### src/rtl/jtframe_dump_trigger.sv
// jtframe_dump_trigger: frame counter and dump-window control derived from vs falling edges.
// Latency: vs sampled low first at edge N -> every output updates together at edge N+2.
// Backpressure: none; free-running observer. Optional macro JTFRAME_DUMP_LOADROM_EN arms after ROM download.
module jtframe_dump_trigger #(
  parameter int CW          = 32,
  parameter int START_FRAME = 0,
  parameter int DUMP_FRAMES = 0
) (
  input  logic          clk,
  input  logic          rst,
  input  logic          vs,
  input  logic          downloading,
  output logic [CW-1:0] frame_cnt,
  output logic          vs_fall,
  output logic          dump_en,
  output logic          dump_start,
  output logic          dump_stop,
  output logic [15:0]   dumped,
  output logic [1:0]    st
);

  typedef enum logic [1:0] {
    ST_WAIT  = 2'd0,
    ST_ARMED = 2'd1,
    ST_DUMP  = 2'd2,
    ST_DONE  = 2'd3
  } state_t;

  localparam logic [CW-1:0] START_W = CW'(START_FRAME);
  localparam logic [15:0]   DUMP_W  = 16'(DUMP_FRAMES);
  localparam bit            LIMITED = (DUMP_FRAMES != 0);

  logic          vs_s1_q, vs_s2_q, vs_prev_q;
  logic          fall_w;
  logic          force_wait_w;
  logic          arm_w;
  logic [CW-1:0] cnt_d;
  logic [15:0]   dumped_d;

  state_t        st_q;
  logic [CW-1:0] frame_cnt_q;
  logic          vs_fall_q, dump_en_q, dump_start_q, dump_stop_q;
  logic [15:0]   dumped_q;

  // Two-flop synchronizer for vs plus a delayed copy for edge detection.
  always_ff @(posedge clk or posedge rst) begin
    if (rst) begin
      vs_s1_q   <= 1'b0;
      vs_s2_q   <= 1'b0;
      vs_prev_q <= 1'b0;
    end else begin
      vs_s1_q   <= vs;
      vs_s2_q   <= vs_s1_q;
      vs_prev_q <= vs_s2_q;
    end
  end

  assign fall_w = vs_prev_q & ~vs_s2_q;

`ifdef JTFRAME_DUMP_LOADROM_EN
  logic dl_q, dl_prev_q;

  // Register downloading once, then keep one more copy to find its falling edge.
  always_ff @(posedge clk or posedge rst) begin
    if (rst) begin
      dl_q      <= 1'b0;
      dl_prev_q <= 1'b0;
    end else begin
      dl_q      <= downloading;
      dl_prev_q <= dl_q;
    end
  end

  // A download in progress overrides everything; arming waits for the download to end.
  assign force_wait_w = downloading;
  assign arm_w        = dl_prev_q & ~dl_q;
`else
  logic unused_downloading;
  assign unused_downloading = downloading;

  // Without download gating the block arms straight after reset.
  assign force_wait_w = 1'b0;
  assign arm_w        = 1'b1;
`endif

  // Saturating increments: counters stick at all-ones instead of wrapping.
  always_comb begin
    cnt_d    = (&frame_cnt_q) ? frame_cnt_q : frame_cnt_q + CW'(1);
    dumped_d = (&dumped_q)    ? dumped_q    : dumped_q + 16'd1;
  end

  // Trigger FSM; all outputs are registered here so they move on the same edge.
  always_ff @(posedge clk or posedge rst) begin
    if (rst) begin
      st_q         <= ST_WAIT;
      frame_cnt_q  <= '0;
      vs_fall_q    <= 1'b0;
      dump_en_q    <= 1'b0;
      dump_start_q <= 1'b0;
      dump_stop_q  <= 1'b0;
      dumped_q     <= '0;
    end else begin
      vs_fall_q    <= fall_w;
      dump_start_q <= 1'b0;
      dump_stop_q  <= 1'b0;
      if (force_wait_w) begin
        // Leaving an open window still reports its closing.
        st_q        <= ST_WAIT;
        frame_cnt_q <= '0;
        dumped_q    <= '0;
        dump_en_q   <= 1'b0;
        dump_stop_q <= (st_q == ST_DUMP);
      end else begin
        case (st_q)
          ST_WAIT: begin
            frame_cnt_q <= '0;
            if (arm_w) st_q <= ST_ARMED;
          end
          ST_ARMED: begin
            if (fall_w) begin
              frame_cnt_q <= cnt_d;
              // Compare the count before this frame is added.
              if (frame_cnt_q == START_W) begin
                st_q         <= ST_DUMP;
                dump_en_q    <= 1'b1;
                dump_start_q <= 1'b1;
                dumped_q     <= '0;
              end
            end
          end
          ST_DUMP: begin
            if (fall_w) begin
              frame_cnt_q <= cnt_d;
              dumped_q    <= dumped_d;
              if (LIMITED && dumped_d == DUMP_W) begin
                st_q        <= ST_DONE;
                dump_en_q   <= 1'b0;
                dump_stop_q <= 1'b1;
              end
            end
          end
          default: begin
            if (fall_w) frame_cnt_q <= cnt_d;
          end
        endcase
      end
    end
  end

  assign st         = st_q;
  assign frame_cnt  = frame_cnt_q;
  assign vs_fall    = vs_fall_q;
  assign dump_en    = dump_en_q;
  assign dump_start = dump_start_q;
  assign dump_stop  = dump_stop_q;
  assign dumped     = dumped_q;

endmodule
### config.mk
export PLATFORM = sky130hd
export DESIGN_NAME = jtframe_dump_trigger
export DESIGN_NICKNAME = d
export VERILOG_FILES = /design/src/rtl/jtframe_dump_trigger.sv
export SDC_FILE = /design/constraint.sdc
export NUM_CORES = 1
export LEC_CHECK = 0
export CORE_UTILIZATION = 52
export CTS_CLUSTER_SIZE = 24
export DETAILED_ROUTE_END_ITERATION = 12
export HOLD_SLACK_MARGIN = 0.15
export PLACE_DENSITY = 0.91
export SYNTH_ARGS = -nofsm -noshare
export SYNTH_HDL_FRONTEND = slang
export SYNTH_SLANG_ARGS = --single-unit
export TNS_END_PERCENT = 20
### constraint.sdc
create_clock -name clk -period 3.19 [get_ports clk]
set_clock_uncertainty 0.1 [all_clocks]
set_input_delay 0.319 -clock clk [delete_from_list [all_inputs] [get_ports clk]]
set_output_delay 0.319 -clock clk [all_outputs]
set_load 0.02 [all_outputs]
==> results of run 1 <==
==> through the flow <==
stage	power, W	instance area (um2)	utilization	instances
after detailed placement	0.001236	3701	0.6600	457
after floorplan	0.001069	3074	-	337
after global routing	0.001701	3794	0.6765	465
after global placement	0.001220	3701	0.6600	457
after CTS	0.001631	3794	0.6765	465
final	0.001623	3794	0.6765	465
==> critical path: cells and delay by family, from the launching register on <==
family                   cells  cell delay (ns)
AO/OA/AOI/OAI                2             0.52
adder cells (fa/ha/maj)      1             0.28
flip-flops                   1             0.49
AND/OR/NAND/NOR              3             1.00
==> per-layer routing <==
| metal | wire length, um | share of wire | GRT usage |
|---|---|---|---|
| met2 | 3693 | 0.48 | 0.4348 |
| met4 | 133 | 0.017 | 0.08182 |
| met5 | 0 | 0 | 0 |
| met3 | 621 | 0.080 | 0.04023 |
| met1 | 3286 | 0.42 | 0.3566 |
==> state kept, by name (all words and copies together) (netlist names) <==
signal,cells
dump_en,1
vs_prev_q,1
vs_s2_q,1
dump_start,1
dumped,16
st,2
vs_fall,1
frame_cnt,32
vs_s1_q,1
==> layout make-up <==
type,count,area (um2)
fillers,446,1814
flip-flops and latches,56,1401
well taps,72,90.09
multi-input cells,254,1554
inverters,12,45.04
clock buffers,5,68.82
repair buffers,63,610.6
clock inverters,3,23.77
==> synth_stat cells (2+ instances only) <==
cell type and number:
sky130_fd_sc_hd__a2111oi_0 2, sky130_fd_sc_hd__a211oi_1 2, sky130_fd_sc_hd__a21o_1 2, sky130_fd_sc_hd__a21oi_1 31, sky130_fd_sc_hd__a31o_2 6, sky130_fd_sc_hd__a31oi_1 12, sky130_fd_sc_hd__a41o_1 2, sky130_fd_sc_hd__a41oi_1 4
sky130_fd_sc_hd__and2_1 2, sky130_fd_sc_hd__and3_1 3, sky130_fd_sc_hd__and4_1 6, sky130_fd_sc_hd__buf_1 2, sky130_fd_sc_hd__buf_2 4, sky130_fd_sc_hd__clkbuf_1 6, sky130_fd_sc_hd__dfrtp_1 56, sky130_fd_sc_hd__ha_1 3
sky130_fd_sc_hd__inv_1 12, sky130_fd_sc_hd__nand2_1 32, sky130_fd_sc_hd__nand2b_1 3, sky130_fd_sc_hd__nand3_1 25, sky130_fd_sc_hd__nand4_1 11, sky130_fd_sc_hd__nor2_1 21, sky130_fd_sc_hd__nor3_1 3, sky130_fd_sc_hd__nor4_1 9
sky130_fd_sc_hd__nor4_4 2, sky130_fd_sc_hd__nor4b_1 2, sky130_fd_sc_hd__o211ai_1 2, sky130_fd_sc_hd__o21a_1 3, sky130_fd_sc_hd__o21ai_0 15, sky130_fd_sc_hd__o311ai_0 2, sky130_fd_sc_hd__o31ai_1 7, sky130_fd_sc_hd__or2_2 5
sky130_fd_sc_hd__or3_1 14, sky130_fd_sc_hd__or4_1 7, sky130_fd_sc_hd__xnor2_1 5
==> power by group through the flow <==
| stage | Clock [W] | Sequential (W) | Combinational, W |
|---|---|---|---|
| after detailed placement | 0 | 0.000858 | 0.000378 |
| after global routing | 0.000429 | 0.000857 | 0.000415 |
| after CTS | 0.000407 | 0.000845 | 0.000379 |
| after floorplan | 0 | 0.000888 | 0.000181 |
| after global placement | 0 | 0.000854 | 0.000366 |
| final | 0.000400 | 0.000844 | 0.000379 |
==> kinds of logic (layout without fill, tap and decap cells) <==
logic type | count (synthesis) | count (layout)
AO/OA/AOI/OAI | 93 | 93
XOR/XNOR | 5 | 5
adder cells (fa/ha/maj) | 3 | 3
buffers and inverters | 27 | 83
flip-flops | 56 | 56
multiplexers | 2 | 2
other | 1 | 1
AND/OR/NAND/NOR | 150 | 150
==> how the worst max path moves through the flow <==
| stage | depth (start not counted) | slack [ns] | end | from |
|---|---|---|---|---|
| after floorplan | 6 | 0.81 | frame_cnt[28] | frame_cnt[0] |
| after CTS | 6 | 0.72 | frame_cnt[22] | frame_cnt[0] |
| after global routing | 5 | 0.59 | frame_cnt[27] | frame_cnt[8] |
| final | 6 | 0.72 | frame_cnt[22] | frame_cnt[0] |
| after detailed placement | 6 | 0.76 | frame_cnt[22] | frame_cnt[0] |
| after global placement | 6 | 0.86 | frame_cnt[22] | frame_cnt[0] |
==> flow_results.xml, run 1 <==
<?xml version="1.0" encoding="UTF-8"?>
<metrics>
  <group name="yosys">
    <metric name="synth_warnings" unit="">0</metric>
    <metric name="synth.mux.area_fraction" unit="">0.006919</metric>
    <metric name="synthesis.area" unit="um2">3074</metric>
    <metric name="post-synth-top-area-fraction" unit="">0.4558</metric>
    <metric name="synth-seq-area-share" unit="">0.4558</metric>
    <metric name="synth.net_count" unit="">344</metric>
    <metric name="synth_xor_area_frac" unit="">0.01425</metric>
    <metric name="synth.avg_cell_area" unit="um2">9.122</metric>
    <metric name="synth_simple_gate_area_share" unit="">0.2751</metric>
    <metric name="synth_top_family_by_area" unit="">simple AND/OR/NAND/NOR gates</metric>
    <metric name="synth_top_cells_by_area" unit="">sky130_fd_sc_hd__dfrtp_1 46%, sky130_fd_sc_hd__a21oi_1 5.0%, sky130_fd_sc_hd__nand3_1 4.1%</metric>
    <metric name="synth-seq-cells" unit="">56</metric>
    <metric name="synth_enable_flop_cells" unit="">0</metric>
    <metric name="synth_flop_cell" unit="">sky130_fd_sc_hd__dfrtp_1</metric>
    <metric name="post_synth_num_cell_types" unit="">49</metric>
    <metric name="async_flop_share" unit="">1.000</metric>
    <metric name="synth_area_leader_cell" unit="">sky130_fd_sc_hd__dfrtp_1</metric>
    <metric name="synth_compound_gate_area_share" unit="">0.1958</metric>
    <metric name="postSynthCellCount" unit="">337</metric>
    <metric name="post_synth_fa_ha_maj_area_fraction" unit="">0.01221</metric>
  </group>
  <group name="routing">
    <metric name="wl" unit="mm">7.735</metric>
    <metric name="drc" unit="">0</metric>
    <metric name="wl_per_cell" unit="um">16.63</metric>
    <metric name="vias_after_detailed_routing" unit="">3002</metric>
    <metric name="antenna_left" unit="">0</metric>
    <metric name="detail_route.iter0.violations" unit="">329</metric>
    <metric name="vias_per_cell" unit="">6.456</metric>
    <metric name="dr.pass1.iters" unit="">5</metric>
  </group>
  <group name="layout">
    <metric name="commonest_non_fill_non_tap_cell_in_the_layout" unit="">sky130_fd_sc_hd__dfrtp_1</metric>
    <metric name="area.growth.synth_to_final" unit="%">23.40</metric>
    <metric name="diodes" unit="">0</metric>
    <metric name="drive_gt1_frac" unit="">0.08651</metric>
    <metric name="finish.net_count" unit="">399</metric>
    <metric name="final_cell_mix" unit="">56 x sky130_fd_sc_hd__dfrtp_1, 55 x sky130_fd_sc_hd__clkdlybuf4s50_1, 32 x sky130_fd_sc_hd__nand2_1</metric>
  </group>
  <group name="critical_path">
    <metric name="critPathArrivalTime" unit="ns">2.61</metric>
    <metric name="critical-path-max-stage-delay" unit="ns">0.50</metric>
    <metric name="critical_path_peak_fanout" unit="">10</metric>
    <metric name="worst-r2r-setup-slack" unit="ns">0.72</metric>
    <metric name="setup.worst_path.start_class" unit="">flop</metric>
    <metric name="timing.critical_path.cells" unit="">ha_1, nand3_1, or2_2, a211o_1, or4_1, a21oi_1</metric>
    <metric name="worstReg2RegEnd" unit="">frame_cnt[22]</metric>
    <metric name="r2r-start" unit="">frame_cnt[0]</metric>
    <metric name="worstPathRequired" unit="ns">3.33</metric>
    <metric name="critPathKind" unit="">reg2reg</metric>
    <metric name="crit_path_top_delay_cell" unit="">sky130_fd_sc_hd__or4_1</metric>
    <metric name="worst_setup_path_end_kind" unit="">flop</metric>
    <metric name="timing.reg2reg.worst_path_depth" unit="">6</metric>
  </group>
  <group name="sta">
    <metric name="fin_ws" unit="ns">0.7216</metric>
    <metric name="final_count_of_hold_timing_violations" unit="">0</metric>
    <metric name="report.final.setup_viol" unit="">0</metric>
    <metric name="rsz0062_at_grt" unit="">false</metric>
    <metric name="timing_max_transition_violations_final" unit="">0</metric>
    <metric name="final.period_utilization" unit="">0.7738</metric>
    <metric name="setup_tns" unit="ns">0</metric>
    <metric name="fin_crit_period" unit="ns">2.468</metric>
    <metric name="worst_hold_slack" unit="ns">0.2196</metric>
    <metric name="slew_headroom" unit="">0.5515</metric>
    <metric name="max_freq" unit="MHz">405.1</metric>
    <metric name="worst-slew-pin-transition" unit="ns">0.6676</metric>
  </group>
  <group name="power">
    <metric name="ir_worst_vdd" unit="uV">356.9</metric>
    <metric name="swShare" unit="">0.3298</metric>
    <metric name="clkPwrFrac" unit="">0.246</metric>
    <metric name="net_switching_power" unit="W">0.0005353</metric>
    <metric name="sequential_power_share" unit="">0.520</metric>
    <metric name="power.share.combinational" unit="">0.233</metric>
    <metric name="power.leakage" unit="nW">1.470</metric>
    <metric name="power_density_cells" unit="nW/um2">427.8</metric>
    <metric name="cell_internal_pwr" unit="W">0.001088</metric>
  </group>
  <group name="grt">
    <metric name="overflow" unit="">0</metric>
    <metric name="grt_antenna_before_repair" unit="">0</metric>
    <metric name="maximum_number_of_pins_on_one_net_before_global_route_repair" unit="">31</metric>
    <metric name="grtUsageTotal" unit="">0.2630</metric>
    <metric name="wire_length_of_the_first_global_routing_pass" unit="mm">12.95</metric>
    <metric name="vias_in_the_first_global_route" unit="">2704</metric>
  </group>
  <group name="clocking">
    <metric name="postCtsSetupRepairBufs" unit="">0</metric>
    <metric name="cts_buffer_depth" unit="">2</metric>
    <metric name="cts.root.buffer_cell" unit="">sky130_fd_sc_hd__clkbuf_8</metric>
    <metric name="post_cts_hold_buffer_count" unit="">0</metric>
    <metric name="tritoncts" unit="">yes</metric>
    <metric name="cts_sinks" unit="">56</metric>
    <metric name="worst_skew_pair.late_latency" unit="ns">0.32</metric>
    <metric name="clk_pin_slew_worst_paths" unit="ns">0.10</metric>
    <metric name="cts_resized" unit="">0</metric>
    <metric name="htree_num_levels" unit="">2</metric>
    <metric name="tritoncts.num_buffers" unit="">5</metric>
  </group>
  <group name="min_path">
    <metric name="min-delay-path-class" unit="">in2async</metric>
  </group>
  <group name="placement">
    <metric name="port-buffer-count" unit="">55</metric>
    <metric name="gp_routability_congestion" unit="">0.9175</metric>
    <metric name="pre_cts_setup_slack" unit="ns">0.7573</metric>
    <metric name="place_hpwl" unit="mm">5.522</metric>
  </group>
  <group name="floorplanning">
    <metric name="number_of_i_o_pins" unit="">58</metric>
    <metric name="core_area" unit="um2">5608</metric>
    <metric name="die_outline_area" unit="um2">6224</metric>
    <metric name="die-width" unit="um">78.89</metric>
    <metric name="fp.dieH" unit="um">78.89</metric>
    <metric name="initial_core_util" unit="">0.5482</metric>
    <metric name="std_cell_rows" unit="">27</metric>
  </group>
  <group name="outcome">
    <metric name="status" unit="">finished, final reports clean</metric>
  </group>
  <group name="flow_run">
    <metric name="max_cap_violations" unit="">0</metric>
  </group>
</metrics>
Note: power is estimated with default switching activity, not from simulation.
==> run 2, diff against run 1 <==
clock period = 2.4 ns   (was 3.19 ns; I/O delays follow)
==> run 2 against run 1 <==
Net effect: clock-buffer cell count stayed put; design area increased by 3.4%; setup slack worse by 0.59 ns; combinational power grew 54%; cell count rose by 3.4%; first-iteration DRC count is 6.7% lower; sequential cell count stayed put.
==> flow_results.xml, run 2 (synthesis results as in run 1) <==
<?xml version="1.0" encoding="UTF-8"?>
<metrics>
  <group name="critical_path">
    <metric name="timing.reg2reg.worst_path_depth" unit="">5</metric>
    <metric name="worstPathRequired" unit="ns">2.54</metric>
    <metric name="worst-r2r-setup-slack" unit="ns">0.13</metric>
    <metric name="setup.worst_path.start_class" unit="">flop</metric>
    <metric name="critical_path_peak_fanout" unit="">8</metric>
    <metric name="r2r-start" unit="">frame_cnt[3]</metric>
    <metric name="worst_setup_path_end_kind" unit="">flop</metric>
    <metric name="crit_start" unit="">frame_cnt[3]</metric>
    <metric name="critPathArrivalTime" unit="ns">2.41</metric>
    <metric name="critPathKind" unit="">reg2reg</metric>
    <metric name="worstReg2RegEnd" unit="">frame_cnt[19]</metric>
  </group>
  <group name="sta">
    <metric name="setup_tns" unit="ns">0</metric>
    <metric name="timing_max_transition_violations_final" unit="">0</metric>
    <metric name="max_freq" unit="MHz">440.0</metric>
    <metric name="slew_headroom" unit="">0.5894</metric>
    <metric name="rsz0062_at_grt" unit="">false</metric>
    <metric name="report.final.setup_viol" unit="">0</metric>
    <metric name="fin_crit_period" unit="ns">2.273</metric>
    <metric name="final.period_utilization" unit="">0.9469</metric>
    <metric name="worst_hold_slack" unit="ns">0.2476</metric>
    <metric name="final_count_of_hold_timing_violations" unit="">0</metric>
    <metric name="worst-slew-pin-transition" unit="ns">0.6103</metric>
  </group>
  <group name="routing">
    <metric name="wl" unit="mm">7.990</metric>
    <metric name="dr.max_layer_used" unit="">met4</metric>
    <metric name="vias_per_cell" unit="">6.397</metric>
    <metric name="detail_route.iter0.violations" unit="">307</metric>
    <metric name="route.met2.wl" unit="mm">3.901</metric>
    <metric name="wl_met3" unit="um">577</metric>
    <metric name="wl_met1" unit="mm">3.393</metric>
    <metric name="antenna_left" unit="">0</metric>
    <metric name="dr.pass1.iters" unit="">4</metric>
    <metric name="wl_per_cell" unit="um">16.61</metric>
    <metric name="drc" unit="">0</metric>
    <metric name="vias_after_detailed_routing" unit="">3077</metric>
  </group>
  <group name="grt">
    <metric name="wire_length_of_the_first_global_routing_pass" unit="mm">13.34</metric>
    <metric name="maximum_number_of_pins_on_one_net_before_global_route_repair" unit="">31</metric>
    <metric name="grtUsageTotal" unit="">0.2735</metric>
    <metric name="overflow" unit="">0</metric>
    <metric name="grt_antenna_before_repair" unit="">0</metric>
    <metric name="vias_in_the_first_global_route" unit="">2791</metric>
  </group>
  <group name="clocking">
    <metric name="clk_pin_slew_worst_paths" unit="ns">0.12</metric>
    <metric name="postCtsSetupRepairBufs" unit="">0</metric>
    <metric name="cts_buffer_depth" unit="">2</metric>
    <metric name="cts.root.buffer_cell" unit="">sky130_fd_sc_hd__clkbuf_8</metric>
    <metric name="cts_sinks" unit="">56</metric>
    <metric name="tritoncts.num_buffers" unit="">5</metric>
    <metric name="htree_num_levels" unit="">2</metric>
    <metric name="tritoncts" unit="">yes</metric>
    <metric name="worst_skew_pair.late_latency" unit="ns">0.33</metric>
  </group>
  <group name="min_path">
    <metric name="min-delay-path-class" unit="">in2reg</metric>
    <metric name="min_to" unit="">vs_s1_q</metric>
    <metric name="holdCritStartpoint" unit="">vs</metric>
    <metric name="worstHoldPathCells" unit="">1</metric>
  </group>
  <group name="flow_run">
    <metric name="max_cap_violations" unit="">0</metric>
  </group>
  <group name="layout">
    <metric name="drive_gt1_frac" unit="">0.1222</metric>
    <metric name="final_cell_mix" unit="">55 x sky130_fd_sc_hd__dfrtp_1, 55 x sky130_fd_sc_hd__clkdlybuf4s50_1, 32 x sky130_fd_sc_hd__nand2_1</metric>
    <metric name="largest_register_ff_count" unit="">32</metric>
    <metric name="finish.net_count" unit="">415</metric>
    <metric name="area.growth.synth_to_final" unit="%">27.59</metric>
    <metric name="diodes" unit="">0</metric>
  </group>
  <group name="floorplanning">
    <metric name="core_area" unit="um2">5608</metric>
    <metric name="fp.dieH" unit="um">78.89</metric>
    <metric name="die-width" unit="um">78.89</metric>
    <metric name="std_cell_rows" unit="">27</metric>
    <metric name="number_of_i_o_pins" unit="">58</metric>
    <metric name="initial_core_util" unit="">0.5482</metric>
    <metric name="die_outline_area" unit="um2">6224</metric>
  </group>
  <group name="placement">
    <metric name="gp_routability_congestion" unit="">0.9364</metric>
    <metric name="port-buffer-count" unit="">55</metric>
    <metric name="place_hpwl" unit="mm">5.656</metric>
  </group>
  <group name="power">
    <metric name="ir_worst_vdd" unit="uV">415.1</metric>
    <metric name="power.leakage" unit="nW">1.561</metric>
    <metric name="power_density_cells" unit="nW/um2">570.9</metric>
  </group>
  <group name="outcome">
    <metric name="status" unit="">finished, final reports clean</metric>
  </group>
</metrics>
## run 2: worst max-delay path: stages (launching register included)
cell,delay [ns]
sky130_fd_sc_hd__dfrtp_1,0.49
sky130_fd_sc_hd__and4_1,0.28
sky130_fd_sc_hd__nand3_1,0.21
sky130_fd_sc_hd__or3_1,0.50
sky130_fd_sc_hd__or4_1,0.43
sky130_fd_sc_hd__a21oi_1,0.18
## run 2: what timing repair did
action,in CTS,in global routing
hold buffers,1,0
endpoints found under the setup margin,0,1
gates resized for setup,0,1
endpoints found under the hold margin,4,0
## run 2: worst max-delay path by stage
| stage | end | slack, ns |
|---|---|---|
| 2_1_floorplan | frame_cnt[28] | 0.02 |
| 3_3_place_gp | frame_cnt[27] | 0.26 |
| 3_5_place_dp | frame_cnt[27] | 0.18 |
| 4_1_cts | frame_cnt[27] | 0.11 |
| 5_1_grt | frame_cnt[4] | 0.006 |
| 6_report | frame_cnt[19] | 0.13 |
## run 2: metrics by stage
step	total power (W)	area, um2	setup slack [ns]	util	std cells
after floorplan	0.001421	3074	0.01958	-	337
final	0.002239	3923	0.1273	0.6995	481
after detailed placement	0.001692	3814	0.1777	0.6801	472
after global routing	0.002358	3923	0.005565	0.6995	481
after CTS	0.002254	3921	0.1111	0.6992	481
after global placement	0.001666	3814	0.2625	0.6801	472
## run 2: power by group
part | total [W] | leakage (nW) | internal [W] | switching, W
combinational | 0.000585 | 0.756 | 0.000267 | 0.000318
sequential | 0.00109 | 0.753 | 0.00101 | 0.0000827
clock | 0.000562 | 0.0511 | 0.000221 | 0.000341
## run 2: area by class of cell
| type | instances | area (um2) |
|---|---|---|
| clock buffers | 5 | 68.82 |
| clock inverters | 3 | 28.78 |
| fillers | 435 | 1685 |
| inverters | 12 | 45.04 |
| multi-input cells | 254 | 1554 |
| flip-flops and latches | 56 | 1403 |
| well taps | 72 | 90.09 |
| repair buffers | 79 | 733.2 |
## run 2: routing by layer
| metal | global-route usage | vias up |
|---|---|---|
| met5 | 0 | - |
| met4 | 0.08909 | 0 |
| met3 | 0.04253 | 14 |
| met2 | 0.4478 | 174 |
| met1 | 0.3727 | 1470 |
| li1 | - | 1419 |
